File: src/rtl/huff_sample_writer.sv
// Writes decoded Huffman (x, y) pairs as consecutive signed samples into the granule
// sample memory through a small pair FIFO, then zero-fills the granule and pulses done.
module huff_sample_writer #(
    parameter int unsigned NUM_SAMPLES = 576,
    parameter int unsigned ADDR_W      = 10,
    parameter int unsigned DATA_W      = 16,
    parameter int unsigned FIFO_DEPTH  = 2
) (
    input  logic              clk,
    input  logic              rst_n,
    input  logic              start,
    input  logic [8:0]        big_values,
    input  logic              axiov,
    input  logic [DATA_W-1:0] x_val,
    input  logic [DATA_W-1:0] y_val,
    output logic              in_ready,
    output logic              wr_en,
    output logic [ADDR_W-1:0] wr_addr,
    output logic [DATA_W-1:0] wr_data,
    input  logic              wr_ready,
    output logic              busy,
    output logic              done,
    output logic              err_overflow,
    output logic              err_extra
);
    localparam int unsigned PtrW = (FIFO_DEPTH > 1) ? $clog2(FIFO_DEPTH) : 1;
    localparam int unsigned CntW = PtrW + 1;
    localparam logic [8:0] MaxPairs = 9'(NUM_SAMPLES / 2);
    localparam logic [ADDR_W-1:0] LastIdx = ADDR_W'(NUM_SAMPLES - 1);

    typedef enum logic [1:0] {StIdle, StPairs, StZeroFill, StDone} state_e;

    state_e                               state_q, state_d;
    logic [8:0]                           bv_q, bv_d, bv_clamped;
    logic [8:0]                           rx_cnt_q, rx_cnt_d;
    logic [ADDR_W-1:0]                    wr_idx_q, wr_idx_d, pair_end;
    logic                                 half_q, half_d;
    logic [FIFO_DEPTH-1:0][2*DATA_W-1:0]  fifo_q, fifo_d;
    logic [PtrW-1:0]                      wr_ptr_q, wr_ptr_d, rd_ptr_q, rd_ptr_d;
    logic [CntW-1:0]                      count_q, count_d;
    logic [2*DATA_W-1:0]                  head_d;
    logic                                 err_overflow_q, err_overflow_d;
    logic                                 err_extra_q, err_extra_d;
    logic                                 wr_en_q, wr_en_d;
    logic [ADDR_W-1:0]                    wr_addr_q, wr_addr_d;
    logic [DATA_W-1:0]                    wr_data_q, wr_data_d;
    logic                                 busy_q, done_q;
    logic                                 full, accept, push, pop, pair_vld_d;

    assign full       = (count_q == CntW'(FIFO_DEPTH));
    assign in_ready   = ~full;
    assign accept     = wr_en_q & wr_ready;
    assign push       = (state_q == StPairs) & axiov & (rx_cnt_q < bv_q) & ~full;
    assign pop        = (state_q == StPairs) & accept & half_q;
    assign bv_clamped = (big_values > MaxPairs) ? MaxPairs : big_values;
    assign pair_end   = ADDR_W'({bv_q, 1'b0});

    always_comb begin
        state_d        = state_q;
        bv_d           = bv_q;
        rx_cnt_d       = rx_cnt_q;
        wr_idx_d       = wr_idx_q;
        half_d         = half_q;
        fifo_d         = fifo_q;
        wr_ptr_d       = wr_ptr_q;
        rd_ptr_d       = rd_ptr_q;
        err_overflow_d = err_overflow_q;
        err_extra_d    = err_extra_q;

        if (push) begin
            fifo_d[wr_ptr_q] = {x_val, y_val};
            wr_ptr_d         = wr_ptr_q + 1'b1;
            rx_cnt_d         = rx_cnt_q + 9'd1;
        end
        if (pop) begin
            rd_ptr_d = rd_ptr_q + 1'b1;
        end
        count_d = count_q + CntW'(push) - CntW'(pop);

        unique case (state_q)
            StIdle: begin
                if (start) begin
                    bv_d           = bv_clamped;
                    rx_cnt_d       = '0;
                    wr_idx_d       = '0;
                    half_d         = 1'b0;
                    err_overflow_d = 1'b0;
                    err_extra_d    = 1'b0;
                    state_d        = (bv_clamped == '0) ? StZeroFill : StPairs;
                end
            end
            StPairs: begin
                if (accept) begin
                    wr_idx_d = wr_idx_q + 1'b1;
                    half_d   = ~half_q;
                    // A full-granule pair load has nothing left to zero-fill.
                    if (half_q && (wr_idx_q == pair_end - 1'b1)) begin
                        state_d = (bv_q == MaxPairs) ? StDone : StZeroFill;
                    end
                end
            end
            StZeroFill: begin
                if (accept) begin
                    wr_idx_d = wr_idx_q + 1'b1;
                    if (wr_idx_q == LastIdx) begin
                        state_d = StDone;
                    end
                end
            end
            StDone:  state_d = StIdle;
            default: state_d = StIdle;
        endcase

        // Applied after the start clear so a strobe in that cycle is still flagged.
        if (axiov && full) begin
            err_overflow_d = 1'b1;
        end
        if (axiov && ((state_q != StPairs) || (rx_cnt_q == bv_q))) begin
            err_extra_d = 1'b1;
        end

        // Write port registers hold the sample selected by the next-cycle state.
        head_d     = fifo_d[rd_ptr_d];
        pair_vld_d = (state_d == StPairs) && (count_d != '0);
        wr_en_d    = pair_vld_d || (state_d == StZeroFill);
        wr_addr_d  = wr_en_d ? wr_idx_d : '0;
        if (pair_vld_d) begin
            wr_data_d = half_d ? head_d[DATA_W-1:0] : head_d[2*DATA_W-1:DATA_W];
        end else begin
            wr_data_d = '0;
        end
    end

    always_ff @(posedge clk or negedge rst_n) begin
        if (!rst_n) begin
            state_q        <= StIdle;
            bv_q           <= '0;
            rx_cnt_q       <= '0;
            wr_idx_q       <= '0;
            half_q         <= 1'b0;
            fifo_q         <= '0;
            wr_ptr_q       <= '0;
            rd_ptr_q       <= '0;
            count_q        <= '0;
            err_overflow_q <= 1'b0;
            err_extra_q    <= 1'b0;
            wr_en_q        <= 1'b0;
            wr_addr_q      <= '0;
            wr_data_q      <= '0;
            busy_q         <= 1'b0;
            done_q         <= 1'b0;
        end else begin
            state_q        <= state_d;
            bv_q           <= bv_d;
            rx_cnt_q       <= rx_cnt_d;
            wr_idx_q       <= wr_idx_d;
            half_q         <= half_d;
            fifo_q         <= fifo_d;
            wr_ptr_q       <= wr_ptr_d;
            rd_ptr_q       <= rd_ptr_d;
            count_q        <= count_d;
            err_overflow_q <= err_overflow_d;
            err_extra_q    <= err_extra_d;
            wr_en_q        <= wr_en_d;
            wr_addr_q      <= wr_addr_d;
            wr_data_q      <= wr_data_d;
            busy_q         <= (state_d != StIdle);
            done_q         <= (state_d == StDone);
        end
    end

    assign wr_en        = wr_en_q;
    assign wr_addr      = wr_addr_q;
    assign wr_data      = wr_data_q;
    assign busy         = busy_q;
    assign done         = done_q;
    assign err_overflow = err_overflow_q;
    assign err_extra    = err_extra_q;

endmodule

File: config.mk
export PLATFORM = sky130hd
export DESIGN_NAME = huff_sample_writer
export DESIGN_NICKNAME = d
export VERILOG_FILES = /design/src/rtl/huff_sample_writer.sv
export SDC_FILE = /design/constraint.sdc
export NUM_CORES = 1
export LEC_CHECK = 0
export ABC_AREA = 1
export ABC_CLOCK_PERIOD_IN_PS = 6300
export BUFFER_PORTS_ARGS = -buffer_cell sky130_fd_sc_hd__buf_2
export CORE_UTILIZATION = 45
export CTS_CLUSTER_SIZE = 8
export DETAILED_ROUTE_END_ITERATION = 7
export GPL_TIMING_DRIVEN = 0
export HOLD_SLACK_MARGIN = 0.05
export PLACE_DENSITY_LB_ADDON = 0.15
export SETUP_SLACK_MARGIN = 0.1
export SLEW_MARGIN = 20
export SYNTH_ARGS = -nofsm -noshare
export SYNTH_HDL_FRONTEND = slang
export SYNTH_SLANG_ARGS = --single-unit
File: constraint.sdc
create_clock -name clk -period 6.3 [get_ports clk]
set_input_delay 0.315 -clock clk [delete_from_list [all_inputs] [get_ports clk]]
set_output_delay 0.315 -clock clk [all_outputs]
set_load 0.01 [all_outputs]
==> results.toml, run 1 <==
[status]
status = "complete, no violations"

[power_and_ir_drop]
powerDensity_mw_per_mm2 = 503
p_leak_nw = 4.12
power_frac_seq_pct = 31.7
p_sw_mw = 1.59
p_int_mw = 2.40
ir_worst_vdd_mv = 0.261
pwr-share-clk_pct = 26.2
comb_power_share_pct = 42.0
netSwitchingFraction_pct = 39.8

[global_route]
grt_first_pass_wirelength_um = 25600
grt_util_all_layers_pct = 22.6
grt_pass1_vias = 5048
antenna_found_initial = 0
grt-ovfl-total = 0
grt_max_degree = 74

[routing]
viasPerCell = 4.79
routedWlPerCell_um = 13.9
drc = 0
drtIter0Drc = 404
drtPass1Iterations = 5
ant_nets = 0
wl_um = 15800
vias = 5413

[layout]
drive_above_1_share_pct = 18.0
layout_commonest_cell = "nand2_1"
final_nets = 998
final_cell_mix = "178 x nand2_1, 162 x inv_1, 130 x dfrtp_1"
fillers = 1391
layout.cells.non_filler = 1130
diodes = 0
area_growth_pct = 19.4
finish.utilization_pct = 54.9

[synth]
synthCells = 836
ys_ff_latch = 130
synth_fp_nets = 900
synthAdderAreaFrac_pct = 3.39
synth-simple-area-share_pct = 21.6
synth_area_leaders = "dfrtp_1 49%, nand2_1 10%, inv_1 9.1%"
avgSynthCellArea_um2 = 7.96
synth_top_family_by_area = "simple AND/OR/NAND/NOR gates"
synth_edf_count = 0
synth_top_area_share_pct = 48.9
ys_async_sr_fraction_pct = 100
netlist_area_mm2 = 0.00665
synth_xor_xnor_area_share_pct = 1.66
ys_types = 43
ys_seq_area_share_pct = 48.9
yosysWarningCount = 0
synth_compound_area_share_pct = 12.8
synth_area_leader_cell = "dfrtp_1"
yosys_most_used_dff = "dfrtp_1"
synthMuxAreaShare_pct = 0

[clock_tree]
cts_made_buffers = 17
worstSkewPairLatency_ns = 0.42
clkSinkCount = 130
clk_pin_slew_worst_paths_ns = 0.06
clockRootBuffer = "clkbuf_16"
clockBufferDepth = 2
htree_levels = 4
cts_tree = "built"
postCtsSetupBuffers = 0

[setup_path]
worstSetupEndpointType = "flop"
path_max_fanout = 10
crit_arrival_ns = 3.57
path_class = "flop to flop"
required_ns = 6.63
critPathLaunchType = "flop"

[placement]
place_inst = 1098
port_buffers = 77
dp_hpwl_um = 11200
routabilityCongestion = 0.853

[sta]
period_needed_ns = 3.24
setup_violations = 0
fmax_mhz = 309
rsz0062_at_grt = "false"
max_slew_margin_pct = 51.9
hold_viol = 0
fin_skew_ns = 0.00756
timing.final.crit_share_pct = 51.4
finalSetupTns_ns = 0
worst_pin_slew_ns = 0.716
drv_slew = 0

[floorplanning]
die_y_um = 124
floorplan.initialDensity_pct = 45.9
die-area_mm2 = 0.0153
die_x_um = 124
core_area_mm2 = 0.0145
num_rows = 44
pin_count = 78

[min_path]
holdCritPathClass = "input pin to flop"

[job]
maxCapViolCount = 0
-- critical path: stages, from the launching register on --
cell	delay, ns
dfrtp_1	0.40
inv_1	0.13
ha_1	0.34
a21oi_1	0.15
o21ai_0	0.12
a21oi_2	0.16
nand2_2	0.11
buf_2	0.19
ha_1	0.28
inv_1	0.04
ha_1	0.17
xnor2_1	0.16
xor2_1	0.23
nor2_1	0.09
nor2_2	0.15
nand2_4	0.10
buf_6	0.16
nor2_1	0.17
-- worst paths after layout --
check                                start          end  slack, ns  cells past startpoint
worst max-delay path               bv_q[2]   wr_data[5]       3.06                     17
worst min-delay path             y_val[14]   fifo_q[46]       0.15                      3
worst max register to register     bv_q[2]   wr_data[5]       3.06                     17
worst min register to register  fifo_q[38]   fifo_q[38]       0.48                      2
max in group asynchronous            rst_n   wr_addr[5]       5.16                      3
min in group asynchronous            rst_n  rx_cnt_q[5]       0.44                      2
-- repair_timing --
action,in CTS,in global routing
hold buffers,1,0
setup endpoints to repair,0,0
resized for setup,0,0
endpoints found under the hold margin,72,0
-- power groups by stage --
| stage | Combinational (mW) | Clock, mW | Sequential (mW) |
|---|---|---|---|
| final | 1.68 | 1.05 | 1.27 |
| after CTS | 1.69 | 1.06 | 1.27 |
| after detailed placement | 1.68 | 0 | 1.28 |
| after global routing | 1.91 | 1.10 | 1.30 |
| after floorplan | 1.20 | 0 | 1.27 |
| after global placement | 1.66 | 0 | 1.28 |
-- flip-flops by register name (all words and copies together) (netlist names), 2 cells and up --
| signal | flops |
|---|---|
| rx_cnt_q | 9 |
| wr_addr | 10 |
| bv_q | 9 |
| state_q | 2 |
| count_q | 2 |
| wr_data | 16 |
| wr_idx_q | 10 |
| fifo_q | 64 |
-- Yosys cell counts, types with 2 or more instances --
master and n:
a21oi_1 12, a22o_1 2, a31oi_1 2, buf_2 18, buf_6 2, clkbuf_1 7, dfrtp_1 130, ha_1 18
inv_1 162, inv_2 5, nand2_1 178, nand2_2 4, nand2_4 2, nand3_1 26, nand3b_1 2, nand4_1 5
nor2_1 72, nor2_2 14, nor3_1 7, o211ai_1 18, o21a_1 3, o21ai_0 73, o21ai_1 28, o22ai_1 6
or2_1 6, or2_2 9, xnor2_1 5, xor2_1 5
-- cells by family after synthesis --
logic type / count (synthesis)
and+or+nand+nor: 330
buffers and inverters: 196
AOI/OAI and AO/OA: 151
DFF: 130
adders and majority gates: 18
xor gates and xnor gates: 11
-- layer usage --
metal / track usage, % / vias to the layer above / routed length [um]
met5: 0 / - / 0
met4: 6.78 / 0 / 166
met3: 5.13 / 16 / 670
met2: 37.6 / 118 / 7690
met1: 29.3 / 2477 / 7220
li1: - / 2802 / -
-- through the flow --
stage,setup WS [ns],area (um^2),total power [mW],hold WS (ns)
detailed placement,3.06,7310,2.96,0.329
finish,3.06,7940,3.99,0.146
global placement,3.04,7270,2.94,0.461
CTS,3.06,7940,4.02,0.125
global route,2.80,7940,4.31,0.130
floorplan,3.44,6650,2.47,0.0194
-- area by class of cell --
class | instances | area (um^2) | share of cell area [%]
well taps | 184 | 230 | 2.90
clock buffers | 19 | 443 | 5.58
clock inverters | 12 | 184 | 2.32
multi-input cells | 510 | 2630 | 33.0
repair buffers | 79 | 433 | 5.45
inverters | 168 | 631 | 7.94
flip-flops and latches | 130 | 3250 | 41.0
plain buffers | 28 | 144 | 1.81
Note: power is estimated with default switching activity, not from simulation.
==> inputs of run 2 (changes only) <==
ABC_CLOCK_PERIOD_IN_PS = 2650   (was 6300)
clock period = 2.65 ns   (was 6.3 ns; I/O delays follow)
==> run 2 against run 1 <==
  * Register-to-register slack worse by 3.2 ns
  * Cell area is 11% higher
  * Via count is 7.6% higher
  * The run now ends with negative setup slack left
  * Flip-flop and latch count is the same
  * Global-route usage up 1.7 points
  * Utilization up 5.9 points
  * Largest cell class unchanged
  * Worst hold slack worse by 0.078 ns
  * Power increased to 2.6 times the previous value
  * Sequential share of layout area decreased by 3.9 points
  * Highest routed layer unchanged
==> results.toml, run 2 (synthesis gave the netlist of run 1 again) <==
[routing]
dr_wl_met3_um = 751
dr_wl_met2_um = 8570
drtPass1Iterations = 6
drtIter0Drc = 374
viasPerCell = 4.90
wl_um = 17200
drc = 0
routedWlPerCell_um = 14.5
wl_met1_um = 7550
ant_nets = 0
vias = 5824
routed.top_layer = "met4"

[sta]
fin_skew_ns = 0.0123
setup_violations = 26
fmax_mhz = 358
finalSetupTns_ns = -2.62
period_needed_ns = 2.79
finalWorstSetupSlack_ns = -0.141
timing.final.crit_share_pct = 105
max_slew_margin_pct = 57.0
drv_slew = 0
worst_pin_slew_ns = 0.640
rsz0062_at_grt = "true"
hold_viol = 0

[power_and_ir_drop]
p_int_mw = 6.14
ir_worst_vdd_mv = 0.758
comb_power_share_pct = 49.2
netSwitchingFraction_pct = 41.5
pwr-share-clk_pct = 22.2
p_leak_nw = 4.39
power_frac_seq_pct = 28.6
powerDensity_mw_per_mm2 = 1190
power_mw = 10.5
p_sw_mw = 4.36

[setup_path]
critPathLaunchType = "flop"
path_buf_inv = 5
slowest_stage = "dfrtp_1"
path_max_fanout = 5
worstSetupEndpointType = "flop"
required_ns = 2.93
crit_family = "simple AND/OR/NAND/NOR gates"
slowest_delay_ns = 0.40
path_class = "flop to flop"
crit_arrival_ns = 3.08
crit_chain = "inv_2, ha_4, nand2_2, inv_2, o21ai_2, nand2_1, nand2_1, nand2_2, buf_6, ha_4, inv_2, ha_4, xnor2_2, xor2_1, nor2_1, nand3b_1, nand2_2, nand2_4, buf_8, nor2_4"

[min_path]
holdCritPathClass = "input pin to flop"

[floorplanning]
core_area_mm2 = 0.0145
die_x_um = 124
die_y_um = 124
floorplan.initialDensity_pct = 45.9
num_rows = 44
die-area_mm2 = 0.0153
pin_count = 78

[clock_tree]
htree_levels = 4
cts_tree = "built"
clockRootBuffer = "clkbuf_16"
cts_made_buffers = 17
clkSinkCount = 130
clockBufferDepth = 2
worstSkewPairLatency_ns = 0.42
clk_pin_slew_worst_paths_ns = 0.06

[placement]
dp_hpwl_um = 11300
port_buffers = 77
place_ws_ns = -0.411
routabilityCongestion = 0.864

[status]
status = "complete, but fails checks"
violations = "negative setup slack"

[global_route]
grt_max_degree = 80
grt_util_all_layers_pct = 24.3
grt_pass1_vias = 5557
antenna_found_initial = 0
grt-ovfl-total = 0
grt_first_pass_wirelength_um = 27700

[layout]
top_register = "fifo_q"
diodes = 0
fillers = 1329
final_cell_mix = "173 x nand2_1, 148 x inv_1, 127 x dfrtp_1"
largest_reg_flops = 64
finish.utilization_pct = 60.8
layout_commonest_cell = "nand2_1"
drive_above_1_share_pct = 25.3
final_nets = 1056
area_growth_pct = 32.3

[job]
maxCapViolCount = 0
[run 2: layout make-up]
class | count | area [um^2] | share of cell area [%]
plain buffers | 28 | 165 | 1.88
clock buffers | 20 | 457 | 5.19
clock inverters | 11 | 131 | 1.49
inverters | 168 | 632 | 7.18
multi-input cells | 510 | 2940 | 33.5
flip-flops and latches | 130 | 3260 | 37.0
well taps | 184 | 230 | 2.62
repair buffers | 137 | 983 | 11.2
[run 2: timing repair]
item | in CTS | in global routing
hold buffers | 33 | 0
buffers inserted | 16 | 8
endpoints found under the hold margin | 110 | 0
setup endpoints to repair | 27 | 27
gates cloned | 2 | 0
resized for setup | 51 | 37
pin swaps | 25 | 13
[run 2: per-layer routing]
layer / GRT usage (%) / vias to the layer above
li1: - / 2927
met1: 31.3 / 2730
met2: 40.8 / 141
met3: 4.72 / 26
met4: 8.36 / 0
met5: 0 / -
[run 2: final timing paths]
kind | slack (ns) | endpoint | startpoint | cells past startpoint
hold reg to reg | 0.48 | fifo_q[52] | fifo_q[52] | 2
max in group asynchronous | 1.71 | fifo_q[55] | rst_n | 3
min in group asynchronous | 0.27 | rx_cnt_q[4] | rst_n | 2
hold / removal | 0.07 | fifo_q[63] | x_val[15] | 5
setup reg to reg | -0.14 | wr_addr[8] | bv_q[5] | 20
setup / recovery | -0.14 | wr_addr[8] | bv_q[5] | 20
[run 2: power groups by stage]
stage                     clock network, mW  logic, mW  registers (mW)
after global placement                    0       4.01            3.05
after global routing                   2.44       5.78            3.08
after floorplan                           0       2.90            3.03
final                                  2.33       5.17            3.00
after detailed placement                  0       4.06            3.05
after CTS                              2.36       4.77            3.00
[run 2: tightest hold or removal path: stages]
cell and delay (ns):
buf_2 0.08, inv_1 0.05, nand2_1 0.06, o21ai_1 0.07
inv_2 0.06
[run 2: stage by stage]
step	std cells	hold WS, ns	instance area, um^2
floorplan	836	-0.163	6700
global placement	1097	0.380	7320
detailed placement	1098	0.174	7360
CTS	1180	0.0511	8590
global route	1188	0.0799	8800
finish	1188	0.0673	8800
